===== src/rtl/bcd_updown_chain.sv =====
// Multi-digit up/down counter built from cascaded per-digit modulus counters.
// Carries and borrows across the whole chain resolve in one cycle; carry_out is a registered wrap pulse.
module bcd_updown_chain #(
  parameter int unsigned NUM_DIGITS = 4,
  parameter logic [31:0] DIGIT_MOD  = 32'h0000_6A6A,
  parameter bit          WRAP       = 1'b1
) (
  input  logic                    clk,
  input  logic                    reset,
  input  logic                    enable,
  input  logic                    reverse,
  input  logic                    clear,
  input  logic                    load,
  input  logic [4*NUM_DIGITS-1:0] load_value,
  output logic [4*NUM_DIGITS-1:0] count,
  output logic                    at_zero,
  output logic                    at_max,
  output logic                    carry_out
);

  logic [NUM_DIGITS-1:0][3:0] count_q, count_d;
  logic [NUM_DIGITS-1:0][3:0] digitTop;
  logic [NUM_DIGITS-1:0][3:0] loadNibble;
  logic                       carry_q, carry_d;
  logic [NUM_DIGITS:0]        lowerMax, lowerZero;
  logic                       wrapEvent;

  // lowerMax[i] / lowerZero[i] mean "every digit below i is at its top / at zero".
  always_comb begin
    lowerMax[0]  = 1'b1;
    lowerZero[0] = 1'b1;
    for (int i = 0; i < NUM_DIGITS; i++) begin
      digitTop[i]     = DIGIT_MOD[4*i +: 4] - 4'd1;
      loadNibble[i]   = load_value[4*i +: 4];
      lowerMax[i+1]   = lowerMax[i] & (count_q[i] == digitTop[i]);
      lowerZero[i+1]  = lowerZero[i] & (count_q[i] == 4'd0);
    end
  end

  assign at_max    = lowerMax[NUM_DIGITS];
  assign at_zero   = lowerZero[NUM_DIGITS];
  assign wrapEvent = enable & (reverse ? at_zero : at_max);

  always_comb begin
    count_d = count_q;
    carry_d = 1'b0;
    if (clear) begin
      count_d = '0;
    end else if (load) begin
      for (int i = 0; i < NUM_DIGITS; i++) begin
        count_d[i] = (loadNibble[i] > digitTop[i]) ? digitTop[i] : loadNibble[i];
      end
    end else if (enable && (WRAP || !wrapEvent)) begin
      // A full-chain wrap falls out of the per-digit rules; saturation simply skips the step.
      carry_d = wrapEvent;
      for (int i = 0; i < NUM_DIGITS; i++) begin
        if (!reverse && lowerMax[i]) begin
          count_d[i] = (count_q[i] == digitTop[i]) ? 4'd0 : count_q[i] + 4'd1;
        end else if (reverse && lowerZero[i]) begin
          count_d[i] = (count_q[i] == 4'd0) ? digitTop[i] : count_q[i] - 4'd1;
        end
      end
    end
  end

  always_ff @(posedge clk or negedge reset) begin
    if (!reset) begin
      count_q <= '0;
      carry_q <= 1'b0;
    end else begin
      count_q <= count_d;
      carry_q <= carry_d;
    end
  end

  assign count     = count_q;
  assign carry_out = carry_q;

endmodule


===== config.mk =====
export PLATFORM = sky130hd
export DESIGN_NAME = bcd_updown_chain
export DESIGN_NICKNAME = d
export VERILOG_FILES = /design/src/rtl/bcd_updown_chain.sv
export SDC_FILE = /design/constraint.sdc
export NUM_CORES = 1
export LEC_CHECK = 0
export ABC_AREA = 1
export CAP_MARGIN = 5
export CORE_UTILIZATION = 47
export CTS_BUF_LIST = sky130_fd_sc_hd__clkbuf_2 sky130_fd_sc_hd__clkbuf_4 sky130_fd_sc_hd__clkbuf_8
export CTS_CLUSTER_DIAMETER = 150
export CTS_CLUSTER_SIZE = 30
export DETAILED_ROUTE_END_ITERATION = 10
export GPL_TIMING_DRIVEN = 0
export PLACE_DENSITY = 0.87
export RECOVER_POWER = 50
export SYNTH_ARGS = -nofsm -noshare
export SYNTH_HDL_FRONTEND = slang
export SYNTH_SLANG_ARGS = --single-unit

===== constraint.sdc =====
create_clock -name clk -period 1.85 [get_ports clk]
set_clock_uncertainty 0.2 [all_clocks]
set_input_delay 0.37 -clock clk [delete_from_list [all_inputs] [get_ports clk]]
set_output_delay 0.37 -clock clk [all_outputs]
set_load 0.05 [all_outputs]

Word-level counts from Yosys, hierarchy flattened
Index checks and enable logic that the tools add are counted.
{"block": "totals", "in_bits": 22, "regBits": 17, "output_inout_bits": 19}
{"block": "classes", "eq_ne": 4, "muxes": 26, "reduce_logical": 18, "n_bitwise": 7, "order_cmp": 4, "addsub": 8}
{"cell": "4-bit 2-to-1 mux", "count": 19}
{"cell": "16-bit 2-to-1 mux", "count": 3}
{"cell": "4-bit by 1-bit adder with 4-bit output (second input constant)", "count": 4}
{"cell": "4-bit logical NOT", "count": 4}
{"cell": "4-bit by 1-bit subtractor with 4-bit output (second input constant)", "count": 4}
{"cell": "4-bit nonzero test", "count": 3}
{"cell": "4-bit by 3-bit == test with 1-bit output (second input constant)", "count": 2}
{"cell": "4-bit == test (second input constant)", "count": 2}
{"cell": "4-bit by 3-bit greater-than comparator with 1-bit output (second input constant)", "count": 2}
{"cell": "4-bit greater-than comparator (second input constant)", "count": 2}
{"cell": "1-bit AND", "count": 7}
{"cell": "1-bit logical AND", "count": 6}
{"cell": "2-bit AND reduction", "count": 3}
{"cell": "1-bit 2-to-1 mux", "count": 4}
{"cell": "3-bit nonzero test", "count": 1}
{"cell": "1-bit logical NOT", "count": 1}

Logic depth before layout (Yosys ltp)
Gate-level depths: netlist of the first run.
{"block": "logic_depth", "word_depth": 9, "mapped_depth": 10, "mapped_depth_nobuf": 10}

Worst setup path before layout of the first run
OpenSTA, ideal clock, no wires.
{"block": "synth_timing", "kind": "reg-to-output", "startpoint": "register count_q (netlist bit count[12])", "endpoint": "output port at_max", "stages_incl_launch_ff": 6, "arrival_time_ns": 2.672, "slack_ns": -1.392, "cell_sequence": "dfrtp_1 ha_1 nand2_1 nor2_1 inv_1 nor4_1"}
{"block": "synth_via", "elab_chain_len": 2}
{"element": "start: declaration", "line_no": "21", "text": "logic [NUM_DIGITS-1:0][3:0] count_q, count_d;"}
{"element": "start signal: assignment", "line_no": "71", "text": "count_q <= count_d;"}
{"element": "4-bit by 3-bit == test with 1-bit output", "line_no": "35", "text": "lowerMax[i+1] = lowerMax[i] & (count_q[i] == digitTop[i]);"}
{"element": "1-bit AND", "line_no": "35"}
{"element": "end: declaration", "line_no": "17", "text": "output logic at_max,"}
Every way passes these cells.

Worst setup path after layout of the first run
{"block": "layout_timing", "startpoint": "register count_q (netlist bit count[8])", "endpoint": "output port at_max"}
{"block": "layout_via", "elab_chain_len": 3}
{"element": "4-bit == test", "line_no": "35"}
{"element": "1-bit AND (2 in series)", "line_no": "35"}
Every way passes these cells.

==> results of run 1 <==
sequential cells by signal, indices dropped and copies added, names as in the netlist:
register / cells
count: 16
carry_out: 1
stage by stage:
step	cell area (µm²)	std cells	setup slack, ps	utilization, %	power (W)
5_1_grt	2790	396	-347	75.6	0.00195
6_report	2790	396	-298	75.6	0.00186
2_1_floorplan	1910	277	-403	-	0.00109
3_3_place_gp	2360	364	-761	64.0	0.00131
4_1_cts	2680	394	-275	72.7	0.00177
3_5_place_dp	2360	364	-756	64.0	0.00134
power by group:
part	switching [W]	leakage, nW	internal (W)
Combinational	0.000660	1.14	0.000411
Sequential	0.0000588	0.206	0.000419
Clock	0.000158	0.0255	0.000150
Total	0.000878	1.38	0.000981
timing repair:
item / 4_1_cts / 5_1_grt
resized for setup: 59 / 39
pin swaps: 13 / 11
hold buffers: 0 / 0
setup endpoints to repair: 32 / 21
buffers inserted: 26 / 3
area by class of cell:
| class | instances | area, µm² | area share [%] |
|---|---|---|---|
| clock buffer | 3 | 41.3 | 1.48 |
| clock inverter | 1 | 5.00 | 0.179 |
| timing repair buffer | 67 | 603 | 21.6 |
| multi-input combinational | 221 | 1460 | 52.4 |
| tap | 48 | 60.1 | 2.15 |
| sequential | 17 | 439 | 15.7 |
| inverter | 33 | 139 | 4.98 |
| buffer | 6 | 41.3 | 1.48 |
cell families (layout without fill, tap and decap cells):
family	Yosys count	count (layout)
XOR/XNOR	5	5
buffers and inverters	39	110
flip-flops	17	17
AND/OR/NAND/NOR	164	164
AO/OA/AOI/OAI	39	39
adder cells (fa/ha/maj)	13	13
worst reg2reg max path, delay by kind of cell (launching register included):
kind                       cells  cell delay, ps
adders and majority gates      1             140
buffers and inverters          4             490
AOI/OAI and AO/OA              1              50
DFF                            1             440
and+or+nand+nor                6             660
per-layer routing:
metal | global-route usage [%] | up-vias
met2 | 50.0 | 158
li1 | - | 1058
met3 | 3.39 | 40
met1 | 36.9 | 1033
met4 | 11.7 | 0
met5 | 0 | -
synth_stat cells (2+ instances only):
master | number | area [µm²]
xor2_1 | 5 | 43.8
ha_1 | 13 | 163
clkbuf_2 | 2 | 10.0
buf_6 | 2 | 22.5
inv_1 | 27 | 101
inv_2 | 5 | 18.8
nand2_1 | 71 | 267
nand3_4 | 3 | 52.6
a21oi_1 | 17 | 85.1
nor2_2 | 2 | 12.5
dfrtp_1 | 17 | 425
nor2_4 | 2 | 22.5
nand3_2 | 3 | 30.0
o21ai_0 | 14 | 70.1
nor2_1 | 27 | 101
nand2_4 | 3 | 33.8
nand3_1 | 37 | 185
o21ai_1 | 4 | 20.0
nand4_1 | 8 | 50.1
nor3_1 | 2 | 10.0
worst paths after layout:
check | slack (ps) | end | depth (start not counted) | from
max | -300 | at_max | 5 | count[8]
min | 200 | carry_out | 3 | reverse
max reg2reg | -230 | count[13] | 12 | count[8]
min reg2reg | 420 | count[10] | 2 | count[10]
max in group asynchronous | 430 | count[3] | 1 | reset
min in group asynchronous | 440 | count[15] | 1 | reset
==> results by group, run 1 <==
Outcome
  – Status: finished with violations
  – Failing checks: setup timing

Critical path
  – CP Capture Type: primary output
  – Critical Path AT: 1580 ps
  – CP Buf/Inv Count: 2
  – Worst-path cell chain: buf_12 -> ha_4 -> nand3_4 -> nor4_4 -> buf_6
  – Worst path max stage delay: 440 ps
  – Startpoint Class: flip-flop
  – CP Data Required Time: 1280 ps
  – Top delay family on crit path: flip-flops
  – CP Max Fanout: 4
  – WS Path Type: flip-flop to primary output
  – Crit-path slowest cell: dfrtp_2

STA
  – Fin crit share: 116%
  – Worst slew margin relative to its limit: 44.2%
  – RSZ-0062 raised after global routing: true
  – Final hold slack: 196 ps
  – Tightest Pin Transition: 834 ps
  – Final hold viol count: 0
  – Setup violations, final: 9
  – Slew Limit Fails: 0
  – F_max: 0.466 GHz
  – Final setup TNS: -1630 ps
  – Fin worst setup slack: -298 ps
  – Fin crit period: 2150 ps

Synth
  – Async SR Flop Fraction: 100%
  – Post-synth cell types: 33
  – Main combinational cell family by area after synthesis: simple AND/OR/NAND/NOR gates
  – Syn nets: 312
  – Post-synthesis cell area: 1820 µm²
  – Cells after Synth: 277
  – Number of synthesized flops with an enable pin: 0
  – Compound-gate portion of the synthesized area: 11.1%
  – Top_reg_cell synth: dfrtp_1
  – Register bit total from synthesis: 17
  – Mux contribution to synthesized area: 0%
  – Seq/Total Area, Yosys: 23.4%
  – Post-Synth XOR/XNOR Area: 2.40%
  – Avg Inst Size Synth: 6.58 µm²
  – Yosys Warn Count: 0
  – Synth Area in Adders: 8.93%
  – Post-Synth Simple-Gate Area: 45.1%

Place
  – Port Buffers: 39
  – HPWL Detailed: 3.84 mm
  – Routability cong.: 0.901

CTS
  – Clock Latency Late Sink: 270 ps
  – CTS tree: built
  – CTS buffer count: 3
  – CTS Sinks: 17
  – CTS clk-pin slew, worst paths: 80 ps
  – Clock buffer depth: 2
  – Root buf cell: clkbuf_8
  – H-tree Lvls: 1

GRT
  – Antenna violations before repair: 0
  – Total global-route track usage: 29.2%
  – Vias in the first global route: 2069
  – First-pass GRT wire length: 9.40 mm
  – GRT overflow: 0
  – Largest net degree at the start of global routing: 18

Floorplan
  – DIE AREA: 4130 µm²
  – Total I/O pin count: 41
  – Die Ht: 64.3 µm
  – Die Span X: 64.3 µm
  – Row count: 22
  – Core box area: 3690 µm²
  – Starting Density: 49.4%

Route
  – Via count: 2289
  – Router iterations before antenna repair: 5
  – Final WL: 6.15 mm
  – Drt drc: 0
  – Metal2 WL: 3.00 mm
  – Detailed Route Iter0 Violations: 264
  – Top layer in use: met4
  – Post-route ant nets: 0
  – Avg WL per Cell: 15.5 µm
  – Via/cell ratio: 5.78
  – Met3 routed WL: 522 µm
  – DRT met1 WL: 2.37 mm

Cells and area
  – Commonest cells after routing, fill and taps aside: 62 x nand2_1, 34 x nand3_1, 23 x buf_4
  – Ratio of cells with drive above 1 in the final layout: 33.9%
  – # diodes: 0
  – Nets: 384
  – Most common cell after layout, fill and taps aside: nand2_1
  – Area Overhead vs Synth: 53.1%
  – Fillers: 268

Power and ir drop
  – VDD IR max: 0.370 mV
  – Leak pwr: 1.38 nW
  – PwrDens: 666 nW/µm²

Worst hold path
  – Worst min path class: input port to flip-flop

Flow run
  – Max cap viols: 0
Note: power is estimated with default switching activity, not from simulation.
==> run 2: changes to the inputs <==
--- a/config.mk
+++ b/config.mk
@@ -12,6 +12,7 @@
 export CTS_CLUSTER_DIAMETER = 150
 export CTS_CLUSTER_SIZE = 30
 export DETAILED_ROUTE_END_ITERATION = 10
+export GPL_ROUTABILITY_DRIVEN = 0
 export GPL_TIMING_DRIVEN = 0
 export PLACE_DENSITY = 0.87
 export RECOVER_POWER = 50
==> results of run 2 <==
No change in the layout: final DEF, timing and power equal those of run 1.
==> run 3: changes to the inputs <==
--- a/config.mk
+++ b/config.mk
@@ -5,7 +5,7 @@
 export SDC_FILE = /design/constraint.sdc
 export NUM_CORES = 1
 export LEC_CHECK = 0
-export ABC_AREA = 1
+export ABC_AREA = 0
 export CAP_MARGIN = 5
 export CORE_UTILIZATION = 47
 export CTS_BUF_LIST = sky130_fd_sc_hd__clkbuf_2 sky130_fd_sc_hd__clkbuf_4 sky130_fd_sc_hd__clkbuf_8
@@ -14,7 +14,7 @@
 export DETAILED_ROUTE_END_ITERATION = 10
 export GPL_ROUTABILITY_DRIVEN = 0
 export GPL_TIMING_DRIVEN = 0
-export PLACE_DENSITY = 0.87
+export PLACE_DENSITY = 0.88
 export RECOVER_POWER = 50
 export SYNTH_ARGS = -nofsm -noshare
 export SYNTH_HDL_FRONTEND = slang
==> run 3 against run 2 <==
Net effect: synthesized cell count is 26% lower; the run still ends with setup timing left; total power fell by 25%; via count shrank 2.5%; final cell count fell by 15%; critical endpoint is now at_zero.
==> results by group, run 3 <==
Power and ir drop
  – Switching Fraction: 41.5% (-5.7 points)
  – Logic pwr share: 54.1% (-3.6 points)
  – VDD IR max: 0.353 mV (-4.7%)
  – Sequential cell fraction of total power: 30.5% (+4.8 points)
  – Cell Int Power: 0.000817 W (-17%)
  – Leak pwr: 1.21 nW (-12%)
  – NetSw: 0.000580 W (-34%)
  – PwrDens: 482 nW/µm² (-28%)
  – Total power: 0.00140 W (-25%)
  – Clock power share: 15.5% (-1.1 points)

Synth
  – Avg Inst Size Synth: 8.34 µm² (+27%)
  – Register bit total from synthesis: 17 (unchanged)
  – Synth top area share: 24.8% (+1.4 points)
  – Most frequent cell after synthesis: nor2_1
  – Number of synthesized flops with an enable pin: 0 (unchanged)
  – Yosys Warn Count: 0 (unchanged)
  – Post-synthesis cell area: 1720 µm² (-5.7%)
  – Cell taking the most area after synthesis: dfrtp_1
  – Async SR Flop Fraction: 100% (unchanged)
  – Syn nets: 241 (-23%)
  – Cells after Synth: 206 (-26%)
  – Synth Area in Adders: 9.47% (+0.54 points)
  – Mux contribution to synthesized area: 6.55% (+6.6 points)
  – Main combinational cell family by area after synthesis: simple AND/OR/NAND/NOR gates
  – Compound-gate portion of the synthesized area: 25.3% (+14 points)
  – Top_reg_cell synth: dfrtp_1
  – Commonest cells in the synthesized netlist: 19 x nor2_1, 17 x dfrtp_1, 17 x nand2_1
  – Post-synth cell types: 59 (+79%)
  – Seq/Total Area, Yosys: 24.8% (+1.4 points)
  – Post-Synth XOR/XNOR Area: 1.02% (-1.4 points)
  – Top cells by area, synth: dfrtp_1 25%, ha_1 9.5%, mux2i_1 5.2%
  – Post-Synth Simple-Gate Area: 26.3% (-19 points)

STA
  – RSZ-0062 raised after global routing: true
  – Final hold viol count: 0 (unchanged)
  – Slew Limit Fails: 0 (unchanged)
  – Fin crit period: 2890 ps (+738 ps)
  – Fin worst setup slack: -1040 ps (-738 ps)
  – Setup violations, final: 18 (+9)
  – Worst slew margin relative to its limit: 43.9% (-0.30 points)
  – Tightest Pin Transition: 838 ps (+4.41 ps)
  – F_max: 0.346 GHz (-26%)
  – Fin crit share: 156% (+40 points)

Outcome
  – Failing checks: setup timing
  – Status: finished with violations

Critical path
  – Worst-path cell chain: inv_2 -> ha_4 -> or3b_4 -> or4b_4 -> nor3_4 -> buf_6
  – Critical Path AT: 2320 ps (+740 ps)
  – Crit-path slowest cell: or4b_4
  – CP Capture Type: primary output
  – Startpoint Class: flip-flop
  – CP Data Required Time: 1280 ps (about the same)
  – R2R Setup Slk: -570 ps (-340 ps)
  – Worst path max stage delay: 550 ps (+110 ps)
  – WS Path Type: flip-flop to primary output
  – CP Max Fanout: 3 (-1)

Route
  – Router iterations before antenna repair: 5 (unchanged)
  – Post-route ant nets: 0 (unchanged)
  – Detailed Route Iter0 Violations: 276 (+4.5%)
  – Via count: 2231 (-2.5%)
  – Drt drc: 0 (unchanged)
  – Final WL: 7.19 mm (+17%)
  – Avg WL per Cell: 21.4 µm (+38%)
  – Via/cell ratio: 6.64 (+15%)

GRT
  – Total global-route track usage: 32.1% (+2.9 points)
  – First-pass GRT wire length: 10.0 mm (+6.6%)
  – Antenna violations before repair: 0 (unchanged)
  – Vias in the first global route: 2048 (-1.0%)
  – GRT overflow: 0 (unchanged)
  – Largest net degree at the start of global routing: 18 (unchanged)

Flow run
  – Max cap viols: 0 (unchanged)

Floorplan
  – DIE AREA: 3900 µm² (-5.5%)
  – Starting Density: 50.3% (+0.90 points)
  – Row count: 21 (-4.5%)
  – Total I/O pin count: 41 (unchanged)
  – Die Span X: 62.5 µm (-2.8%)
  – Die Ht: 62.5 µm (-2.8%)
  – Core box area: 3420 µm² (-7.4%)

Cells and area
  – Fillers: 178 (-34%)
  – # diodes: 0 (unchanged)
  – Most common cell after layout, fill and taps aside: buf_4
  – Area Overhead vs Synth: 68.8%
  – Ratio of cells with drive above 1 in the final layout: 47.2% (+13 points)
  – Commonest cells after routing, fill and taps aside: 28 x buf_4, 20 x clkdlybuf4s50_1, 18 x nor2_1
  – Max reg flops: 16 (unchanged)
  – Nets: 326 (-15%)

CTS
  – Clock Latency Late Sink: 300 ps (+30 ps)
  – CTS buffer count: 3 (unchanged)
  – CTS clk-pin slew, worst paths: 110 ps (+30 ps)
  – H-tree Lvls: 1 (unchanged)
  – Clock buffer depth: 2 (unchanged)
  – Hold buffers post-CTS: 0 (unchanged)
  – Root buf cell: clkbuf_4
  – CTS tree: built
  – CTS Sinks: 17 (unchanged)

Worst hold path
  – Worst min path class: input port to asynchronous set/reset pin

Place
  – Place WS: -1380 ps (-627 ps)
  – HPWL Detailed: 3.52 mm (-8.3%)
  – Port Buffers: 40 (+2.6%)
-- run 3: metrics by stage --
| stage | cells | util (%) | TNS (ps) | instance area (µm²) | hold WS, ps |
|---|---|---|---|---|---|
| after floorplan | 206 | - | -5080 | 1850 | -126 |
| after CTS | 322 | 79.3 | -4920 | 2710 | 351 |
| after global placement | 292 | 67.7 | -9260 | 2310 | 402 |
| after global routing | 336 | 84.9 | -8170 | 2900 | 429 |
| final | 336 | 84.9 | -6960 | 2900 | 400 |
| after detailed placement | 292 | 67.7 | -9820 | 2310 | 398 |
-- run 3: kinds of logic after synthesis --
family                     after synthesis
DFF                                     17
buffers and inverters                   24
xor gates and xnor gates                 2
and+or+nand+nor                         77
adders and majority gates               13
AOI/OAI and AO/OA                       62
muxes                                   11
-- run 3: power groups by stage --
stage	sequential, W	clock [W]	combinational, W
after detailed placement	0.000440	0	0.000535
after CTS	0.000422	0.000219	0.000636
after global placement	0.000439	0	0.000520
final	0.000426	0.000216	0.000756
after global routing	0.000428	0.000237	0.000790
after floorplan	0.000509	0	0.000288
-- run 3: area by class of cell --
cell class / instances / area (µm²) / share of cell area (%)
Timing Repair Buffer: 80 / 758 / 26.1
Tap cell: 46 / 57.6 / 1.98
Buffer: 10 / 68.8 / 2.37
Sequential cell: 17 / 440 / 15.2
Multi-Input combinational cell: 165 / 1480 / 51.2
Inverter: 14 / 63.8 / 2.20
Clock inverter: 1 / 5.00 / 0.173
Clock buffer: 3 / 22.5 / 0.777
-- run 3: worst paths after layout --
path,to,depth (start not counted),start
max,at_zero,6,count[12]
min,count[7],1,reset
max reg2reg,count[12],9,count[0]
min reg2reg,count[7],2,count[7]
max in group asynchronous,count[13],1,reset
min in group clk,count[0],3,load_value[0]
-- run 3: critical path, delay by kind of cell, from the launching register on --
family	cells	cell delay (ps)
buffers and inverters	2	290
and+or+nand+nor	3	1130
DFF	1	450
adders and majority gates	1	130
-- run 3: metal layers --
layer / vias to the layer above / global-route usage (%) / share of wire [%]
met1: 1083 / 40.4 / 38
met4: 0 / 12.2 / 4.0
met2: 174 / 55.6 / 50
met3: 34 / 4.20 / 8.4
li1: 940 / - / -
met5: - / 0 / 0
-- run 3: timing repair --
action | CTS | global route
resized for setup | 89 | 31
endpoints found under the hold margin | 0 | 0
buffers inserted | 26 | 14
pin swaps | 18 | 12
setup endpoints to repair | 34 | 22
